--- config.mk ---
export PLATFORM = sky130hd
export DESIGN_NAME = axi_read_ctrl
export DESIGN_NICKNAME = d
export VERILOG_FILES = /design/src/rtl/axi_read_ctrl.sv
export SDC_FILE = /design/constraint.sdc
export NUM_CORES = 1
export LEC_CHECK = 0
export CORE_ASPECT_RATIO = 1.5
export CORE_MARGIN = 2
export CORE_UTILIZATION = 33
export CTS_CLUSTER_SIZE = 28
export DETAILED_ROUTE_END_ITERATION = 8
export PLACE_DENSITY = 0.81
export SLEW_MARGIN = 20
export SYNTH_ARGS = -nofsm -noshare
export SYNTH_HDL_FRONTEND = slang
export SYNTH_SLANG_ARGS = --single-unit
export TNS_END_PERCENT = 30
--- constraint.sdc ---
create_clock -name ACLK -period 2.6 [get_ports ACLK]
set_input_delay 0.26 -clock ACLK [delete_from_list [all_inputs] [get_ports ACLK]]
set_output_delay 0.26 -clock ACLK [all_outputs]
set_load 0.005 [all_outputs]
--- src/rtl/axi_read_ctrl.sv ---
// axi_read_ctrl: AR/R channel controller for the 2-master / 5-slave interconnect.
// Arbitrates AR between M0 (ifetch) and M1 (data), decodes the target slave,
// sequences address and data phases, and serves DECERR for unmapped reads.
module axi_read_ctrl #(
  parameter int ID_BITS  = 4,
  parameter int IDS_BITS = 8
) (
  input  logic                ACLK,
  input  logic                ARESETn,
  input  logic                ARVALID_M0,
  input  logic                ARVALID_M1,
  input  logic [31:0]         ARADDR_M0,
  input  logic [31:0]         ARADDR_M1,
  input  logic [ID_BITS-1:0]  ARID_M0,
  input  logic [ID_BITS-1:0]  ARID_M1,
  input  logic                RREADY_M0,
  input  logic                RREADY_M1,
  input  logic                ARREADY,
  input  logic                RVALID,
  input  logic                RLAST,
  output logic [4:0]          CS_R,
  output logic [4:0]          NS_R,
  output logic                ARREADY_def,
  output logic                RVALID_def,
  output logic                RLAST_def,
  output logic [IDS_BITS-1:0] RID_def,
  output logic [1:0]          RRESP_default
);

  // Encoding is shared with the S2M mux; do not renumber.
  localparam logic [4:0] IDLE    = 5'd0;
  localparam logic [4:0] RA_M1   = 5'd1;
  localparam logic [4:0] RD_M1S0 = 5'd2;
  localparam logic [4:0] RD_M1S4 = 5'd6;
  localparam logic [4:0] RA_M0   = 5'd7;
  localparam logic [4:0] RD_M0S0 = 5'd8;
  localparam logic [4:0] RD_M0S4 = 5'd12;
  localparam logic [4:0] DEF_SLV = 5'd25;

  logic        last_grant;  // 1 = M1 granted last
  logic        owner;       // 1 = M1 owns the current transaction
  logic        sel_m0;
  logic        in_addr;
  logic        rd_m0;
  logic        rd_m1;
  logic        gnt_m1;
  logic        hit;
  logic [2:0]  slv;
  logic [15:0] addr_hi;
  logic        unused_lo;

  // Only the upper half of the address participates in decode.
  assign unused_lo = ^{ARADDR_M0[15:0], ARADDR_M1[15:0]};

  assign sel_m0  = (CS_R == RA_M0);
  assign in_addr = (CS_R == RA_M0) || (CS_R == RA_M1);
  assign rd_m0   = (CS_R >= RD_M0S0) && (CS_R <= RD_M0S4);
  assign rd_m1   = (CS_R >= RD_M1S0) && (CS_R <= RD_M1S4);
  assign addr_hi = sel_m0 ? ARADDR_M0[31:16] : ARADDR_M1[31:16];

  // On a tie the master not granted last wins.
  assign gnt_m1 = ARVALID_M1 && (!ARVALID_M0 || !last_grant);

  // Slave decode of the owning master's address.
  always_comb begin
    hit = 1'b1;
    slv = 3'd0;
    if      (addr_hi == 16'h0000)      slv = 3'd0;
    else if (addr_hi == 16'h0001)      slv = 3'd1;
    else if (addr_hi == 16'h0002)      slv = 3'd2;
    else if (addr_hi == 16'h1000)      slv = 3'd3;
    else if (addr_hi[15:8] == 8'h20)   slv = 3'd4;
    else                               hit = 1'b0;
  end

  // Next-state logic; illegal codes fall back to IDLE.
  always_comb begin
    NS_R = IDLE;
    if (CS_R == IDLE) begin
      if (gnt_m1)          NS_R = RA_M1;
      else if (ARVALID_M0) NS_R = RA_M0;
    end else if (in_addr) begin
      if (!hit)            NS_R = DEF_SLV;
      else if (ARREADY)    NS_R = (sel_m0 ? RD_M0S0 : RD_M1S0) + {2'b00, slv};
      else                 NS_R = CS_R;
    end else if (rd_m0 || rd_m1) begin
      if (RVALID && RLAST && (rd_m0 ? RREADY_M0 : RREADY_M1)) NS_R = IDLE;
      else                                                    NS_R = CS_R;
    end else if (CS_R == DEF_SLV) begin
      NS_R = (owner ? RREADY_M1 : RREADY_M0) ? IDLE : DEF_SLV;
    end
    if (!ARESETn) NS_R = IDLE;
  end

  // Default slave: accept unmapped AR immediately, return one DECERR beat.
  assign ARREADY_def   = in_addr && !hit;
  assign RVALID_def    = (CS_R == DEF_SLV);
  assign RLAST_def     = (CS_R == DEF_SLV);
  assign RRESP_default = 2'b11;

  // State, grant history, owner and default-slave RID registers.
  always_ff @(posedge ACLK) begin
    if (!ARESETn) begin
      CS_R       <= IDLE;
      last_grant <= 1'b1;
      owner      <= 1'b0;
      RID_def    <= '0;
    end else begin
      CS_R <= NS_R;
      if (CS_R == IDLE && NS_R != IDLE) begin
        last_grant <= gnt_m1;
        owner      <= gnt_m1;
      end
      if (ARREADY_def)
        RID_def <= sel_m0 ? IDS_BITS'({4'b0001, ARID_M0}) : IDS_BITS'({4'b0010, ARID_M1});
    end
  end

endmodule
After elaboration in Yosys (flattened, before gate mapping)
Index checks and enable logic that the tools add are counted.

storage, ports and cells
  flip-flop bits (word level) = 15
  output and inout bits = 23
  word-level logic and storage cells = 58
  input bits = 81

operators by class
  order comparisons = 4
  add/sub/neg operators = 1
  equal/unequal tests = 7
  muxes and demuxes = 26
  reduce and logical (&&, ||, !) cells = 16

operators by type and width
  operator              count
  $mux 5                9
  $mux 3                7
  $eq 16x1->1 const B   1
  $eq 16x13->1 const B  1
  $eq 16x2->1 const B   1
  $logic_not 16->1      1
  $mux 16               1
  $eq 8x6->1 const B    1
  $logic_and 1x1->1     7
  $mux 1                7
  $mux 6                1
  $add 4x3->5           1
  $eq 5x1->1 const B    1
  $eq 5x3->1 const B    1
  $eq 5x5->1 const B    1
  $ge 5x2->1 const B    1
  $ge 5x4->1 const B    1
  $le 5x3->1 const B    1
  $le 5x4->1 const B    1
  $logic_not 5->1       1
  $reduce_bool 5->1     1
  $mux 4                1
  $logic_not 1->1       3
  $logic_or 1x1->1      3

Depth between registers and ports, before layout
  depth after elaboration = 16
  gate-level depth with buffers = 14
  gate-level depth less buffers = 12

Least setup slack after synthesis
Ideal clock, no wire load.

  path kind = flip-flop to output port
  start = reg CS_R[2]
  end = out NS_R[3]
  arrival = 2272 ps
  setup slack = 68 ps
  cell stages (with the launch flop) = 14
  cell sequence = dfxtp_1 -> buf_6 -> nand3_4 -> nor3_4 -> inv_4 -> mux2i_2 -> a21o_1 -> nor2_1 -> ha_1 -> ha_1 -> xnor2_1 -> nand2_1 -> o21ai_0 -> a21oi_1

between the ends
  longest elaborated chain between the ends = 14

RTL lines
  item                      RTL line  text
  start: declaration        21        output logic [4:0] CS_R,
  start signal: assignment  104       CS_R <= IDLE;
  start signal: assignment  109       CS_R <= NS_R;
  $eq 5x3->1                55, 56
  $mux 16                   59        assign addr_hi = sel_m0 ? ARADDR_M0[31:16] : ARADDR_M1[31:16];
  $eq 8x6->1                72        else if (addr_hi[15:8] == 8'h20) slv = 3'd4;
  $mux 3                    72
  $mux 3                    71        else if (addr_hi == 16'h1000) slv = 3'd3;
  $mux 3                    70        else if (addr_hi == 16'h0002) slv = 3'd2;
  $mux 3                    69        else if (addr_hi == 16'h0001) slv = 3'd1;
  $mux 3                    68        if (addr_hi == 16'h0000) slv = 3'd0;
  $add 4x3->5               84        else if (ARREADY) NS_R = (sel_m0 ? RD_M0S0 : RD_M1S0) + {2'b00, slv};
  $mux 5                    84
  $mux 5                    83        if (!hit) NS_R = DEF_SLV;
  $mux 5                    82        end else if (in_addr) begin
  $mux 5 (*)                79        if (CS_R == IDLE) begin
  $mux 5 (*)                92        if (!ARESETn) NS_R = IDLE;
  end: declaration          22        output logic [4:0] NS_R,

Mark *: on every way between the ends. The rest lies on a longest branch, timed or not.

Worst setup path after layout
  start = in ARADDR_M0[21]
  end = out NS_R[2]

between the ends
  longest elaborated chain between the ends = 12

RTL lines
  item                RTL line  text
  start: declaration  12        input logic [31:0] ARADDR_M0,
  $mux 16 (*)         59
  $eq 16x13->1        71
  $mux 3              71
  $mux 3              70
  $mux 3              69
  $mux 3              68
  $add 4x3->5         84
  $mux 5              84
  $mux 5 (*)          83
  $mux 5 (*)          82
  $mux 5 (*)          79
  $mux 5 (*)          92

Marks and branches as above.

==> flow_summary_export.csv <==
group,metric,value,unit
global_route,grt_usage,22.0,%
detailed_routing,dr.pass1.iters,4,
synthesis,yosys-top-cells-area,"dfxtp_1 20%, a2111oi_4 6.5%, nand2_1 5.9%, buf_6 5.3%, a21oi_1 4.7%",
die,rows,27,
detailed_routing,dr_total_vias,1571,
worst_setup_path,cp_max_fo,2,
sta,timing.fmax,0.374,GHz
detailed_routing,antenna_left,0,
detailed_routing,via_per_inst,5.22,
sta,rsz0062_at_grt,"yes",
layout,drive_gt1_share,39.5,%
synthesis,ys_types,45,
sta,slew_viol_final,0,
clocking,clk_pin_slew_worst_paths,50,ps
detailed_routing,drt_wl_total,4480,um
worst_setup_path,path_cells,"buf_6 -> or4_4 -> buf_6 -> a2111oi_4 -> mux2i_4 -> a211oi_4 -> buf_4 -> buf_6 -> a31oi_4 -> a21oi_2 -> buf_2",
outcome,outcome,"complete, but fails checks",
synthesis,yosys-top-cells-count,"20 x nand2_1, 13 x dfxtp_1, 12 x a21oi_1",
worst_setup_path,worst_setup_path_end_kind,"primary output",
layout,diodes,0,
worst_setup_path,start_kind,"input pin",
synthesis,async_reset_ff_share,0,%
layout,fill_cells,293,
synthesis,yosysSeqAreaShare,20.4,%
power,p_per_area,714,nW/um^2
sta,layout_setup_ws,-73.9,ps
worst_setup_path,cp_slowest_cell,"or4_4",
layout,area_delta_synth_final,87.9,%
die,ios,104,
worst_setup_path,r2r_start,"CS_R[1]$_SDFF_PN0_",
clocking,postCtsHoldBufs,0,
clocking,htreeDepth,1,
sta,fin_hold_ws,472,ps
global_route,antenna_found_initial,0,
synthesis,synth_flop_cell,"dfxtp_1",
worst_setup_path,cpMostUsedCell,"buf_6",
die,die-width,54.8,um
worst_setup_path,r2r_cells,16,
die,die_area,4390,um^2
clocking,cts_buffers,3,
sta,finalCriticalPeriod,2670,ps
detailed_routing,post_drt_wl_per_cell,14.9,um
die,core,3680,um^2
worst_setup_path,rrSetupSlack,30,ps
global_route,grt_pass1_wl,7200,um
placed_design,postPlaceCellArea,2120,um^2
worst_hold_path,whs_path_depth,2,
worst_setup_path,cpLargestDelayFamily,"compound AO/OA/AOI/OAI gates",
die,start_util,34.7,%
synthesis,syn_area,1280,um^2
synthesis,yosys_register_bits,13,
layout,multiInputGateArea,1040,um^2
worst_hold_path,hold_end,"RID_def[3]$_SDFFE_PN0P_",
sta,finalSetupViolCount,3,
placed_design,dp_hpwl,3000,um
global_route,grt_pass1_vias,1571,
outcome,violations,"negative setup slack",
synthesis,postSynthAreaPerCell,8.30,um^2
clocking,cts_buffer_depth,2,
clocking,cts_tree,"done",
synthesis,synth_edf_count,0,
clocking,clk_latency,250,ps
die,die_h,80.2,um
placed_design,placement.io_buffers,67,
clocking,cts_root_buf,"clkbuf_8",
clocking,cts.sinks,13,
layout,final-seq-area,264,um^2
global_route,grt_max_degree,13,
sta,period_share,103,%
worst_setup_path,worstPathArrival,2410,ps
worst_setup_path,critPathBufInv,5,
sta,skew,6.74,ps
layout,post-route-util,65.2,%
placed_design,dp.cells,283,
worst_hold_path,min_path_type,"flip-flop to flip-flop",
detailed_routing,drt_iter0_markers,36,
synthesis,syn_inst,154,
flow_run,drv_cap,0,
worst_setup_path,crit_type,"input pin to primary output",
power,power,1.71,mW
layout,stdcell_count,301,
worst_setup_path,timing.rr.end,"CS_R[2]$_SDFF_PN0_",
layout,fin_area,2400,um^2
worst_setup_path,critPathMaxStageDelay,550,ps
synthesis,synth_top_cell_area_share,20.4,%
placed_design,place.gp.congestion,0.830,
power,peakVddDrop,0.000806,V
worst_hold_path,min-delay-start,"RID_def[3]$_SDFFE_PN0P_",
power,leakage,0.964,nW
synthesis,yosysTopAreaCell,"dfxtp_1",
global_route,grt_overflow,0,
synthesis,synth.most_common_cell,"nand2_1",
worst_setup_path,cp.required,2340,ps
detailed_routing,drc_errors,0,
synthesis,yosysWarningCount,0,
layout,nets,342,
sta,finalHoldViolations,0,
## power by group
group	switching (mW)	internal, mW
registers	0.0560	0.269
logic	0.552	0.654
clock network	0.0737	0.108
## timing repair
action / in CTS / in global routing
pin swaps: 27 / 8
resized for setup: 87 / 20
buffers inserted: 17 / 0
setup endpoints to repair: 6 / 7
## worst register-to-register path, stage by stage (launching register included)
cell,delay (ps)
dfxtp_2,370
nand3_4,90
nor3_4,230
inv_4,70
buf_6,150
mux2i_4,180
buf_4,170
a211oi_4,240
buf_4,170
buf_6,100
a31oi_4,100
buf_6,150
buf_6,100
buf_6,100
buf_6,100
buf_6,100
a21oi_2,90
## sequential cells by signal, summed over array words and instances, names as in the netlist
| signal | flops |
|---|---|
| RID_def | 6 |
| CS_R | 5 |
| last_grant | 1 |
| owner | 1 |
## worst max path at each step
stage	startpoint	to	slack, ps	cells past startpoint
CTS	ARADDR_M1[21]	NS_R[2]	-20	11
global route	CS_R[1]$_SDFF_PN0_	NS_R[3]	-170	14
floorplan	CS_R[2]$_SDFF_PN0_	NS_R[3]	70	13
global placement	ARADDR_M0[18]	NS_R[3]	-670	13
finish	ARADDR_M0[21]	NS_R[2]	-70	11
detailed placement	ARADDR_M1[18]	NS_R[2]	-650	8
## metal layers
metal	GRT usage, %	share of wire [%]	vias to the layer above
met5	0	0	-
met4	5.75	1.5	0
met3	4.83	5.0	8
met2	39.9	55	54
met1	24.4	38	742
li1	-	-	767
## cell type report
cell class / instances / area share (%)
well taps: 43 / 2.24
inverters: 3 / 0.574
clock buffers: 4 / 1.88
repair buffers: 111 / 41.1
flip-flops and latches: 13 / 11.0
multi-input cells: 127 / 43.2
## layout by cell type (no fill, tap or decap), types with 3 or more instances in the layout
| cell | n |
|---|---|
| a2111oi_4 | 3 |
| a211o_1 | 3 |
| a21o_1 | 5 |
| a21oi_1 | 9 |
| a21oi_2 | 4 |
| buf_2 | 7 |
| buf_4 | 34 |
| buf_6 | 11 |
| clkbuf_2 | 5 |
| clkbuf_8 | 3 |
| clkdlybuf4s15_1 | 7 |
| clkdlybuf4s50_1 | 37 |
| conb_1 | 4 |
| dfxtp_1 | 10 |
| dfxtp_2 | 3 |
| dlygate4sd2_1 | 7 |
| nand2_1 | 20 |
| nand3_1 | 4 |
| nor2_1 | 10 |
| o21ai_0 | 7 |
| o21ai_1 | 5 |
| o21ai_2 | 3 |
| or3_1 | 3 |
| or4_4 | 3 |
| xnor2_1 | 5 |
## logic make-up after synthesis
kind of cell               count (synthesis)  share of synthesized area [%]
xor gates and xnor gates                   6                           4.11
muxes                                      4                           5.48
AOI/OAI and AO/OA                         52                           31.9
and+or+nand+nor                           59                           25.6
other                                      2                          0.588
adders and majority gates                  2                           1.96
DFF                                       13                           20.4
buffers and inverters                     16                           9.99
## through the flow
step / worst slack (ps) / TNS (ps)
after floorplan: 67.6 / 0
after CTS: -17.3 / -33.6
after detailed placement: -651 / -3220
after global placement: -665 / -3040
after global routing: -173 / -577
final: -73.9 / -199
Power figures use the tool's default switching activity.
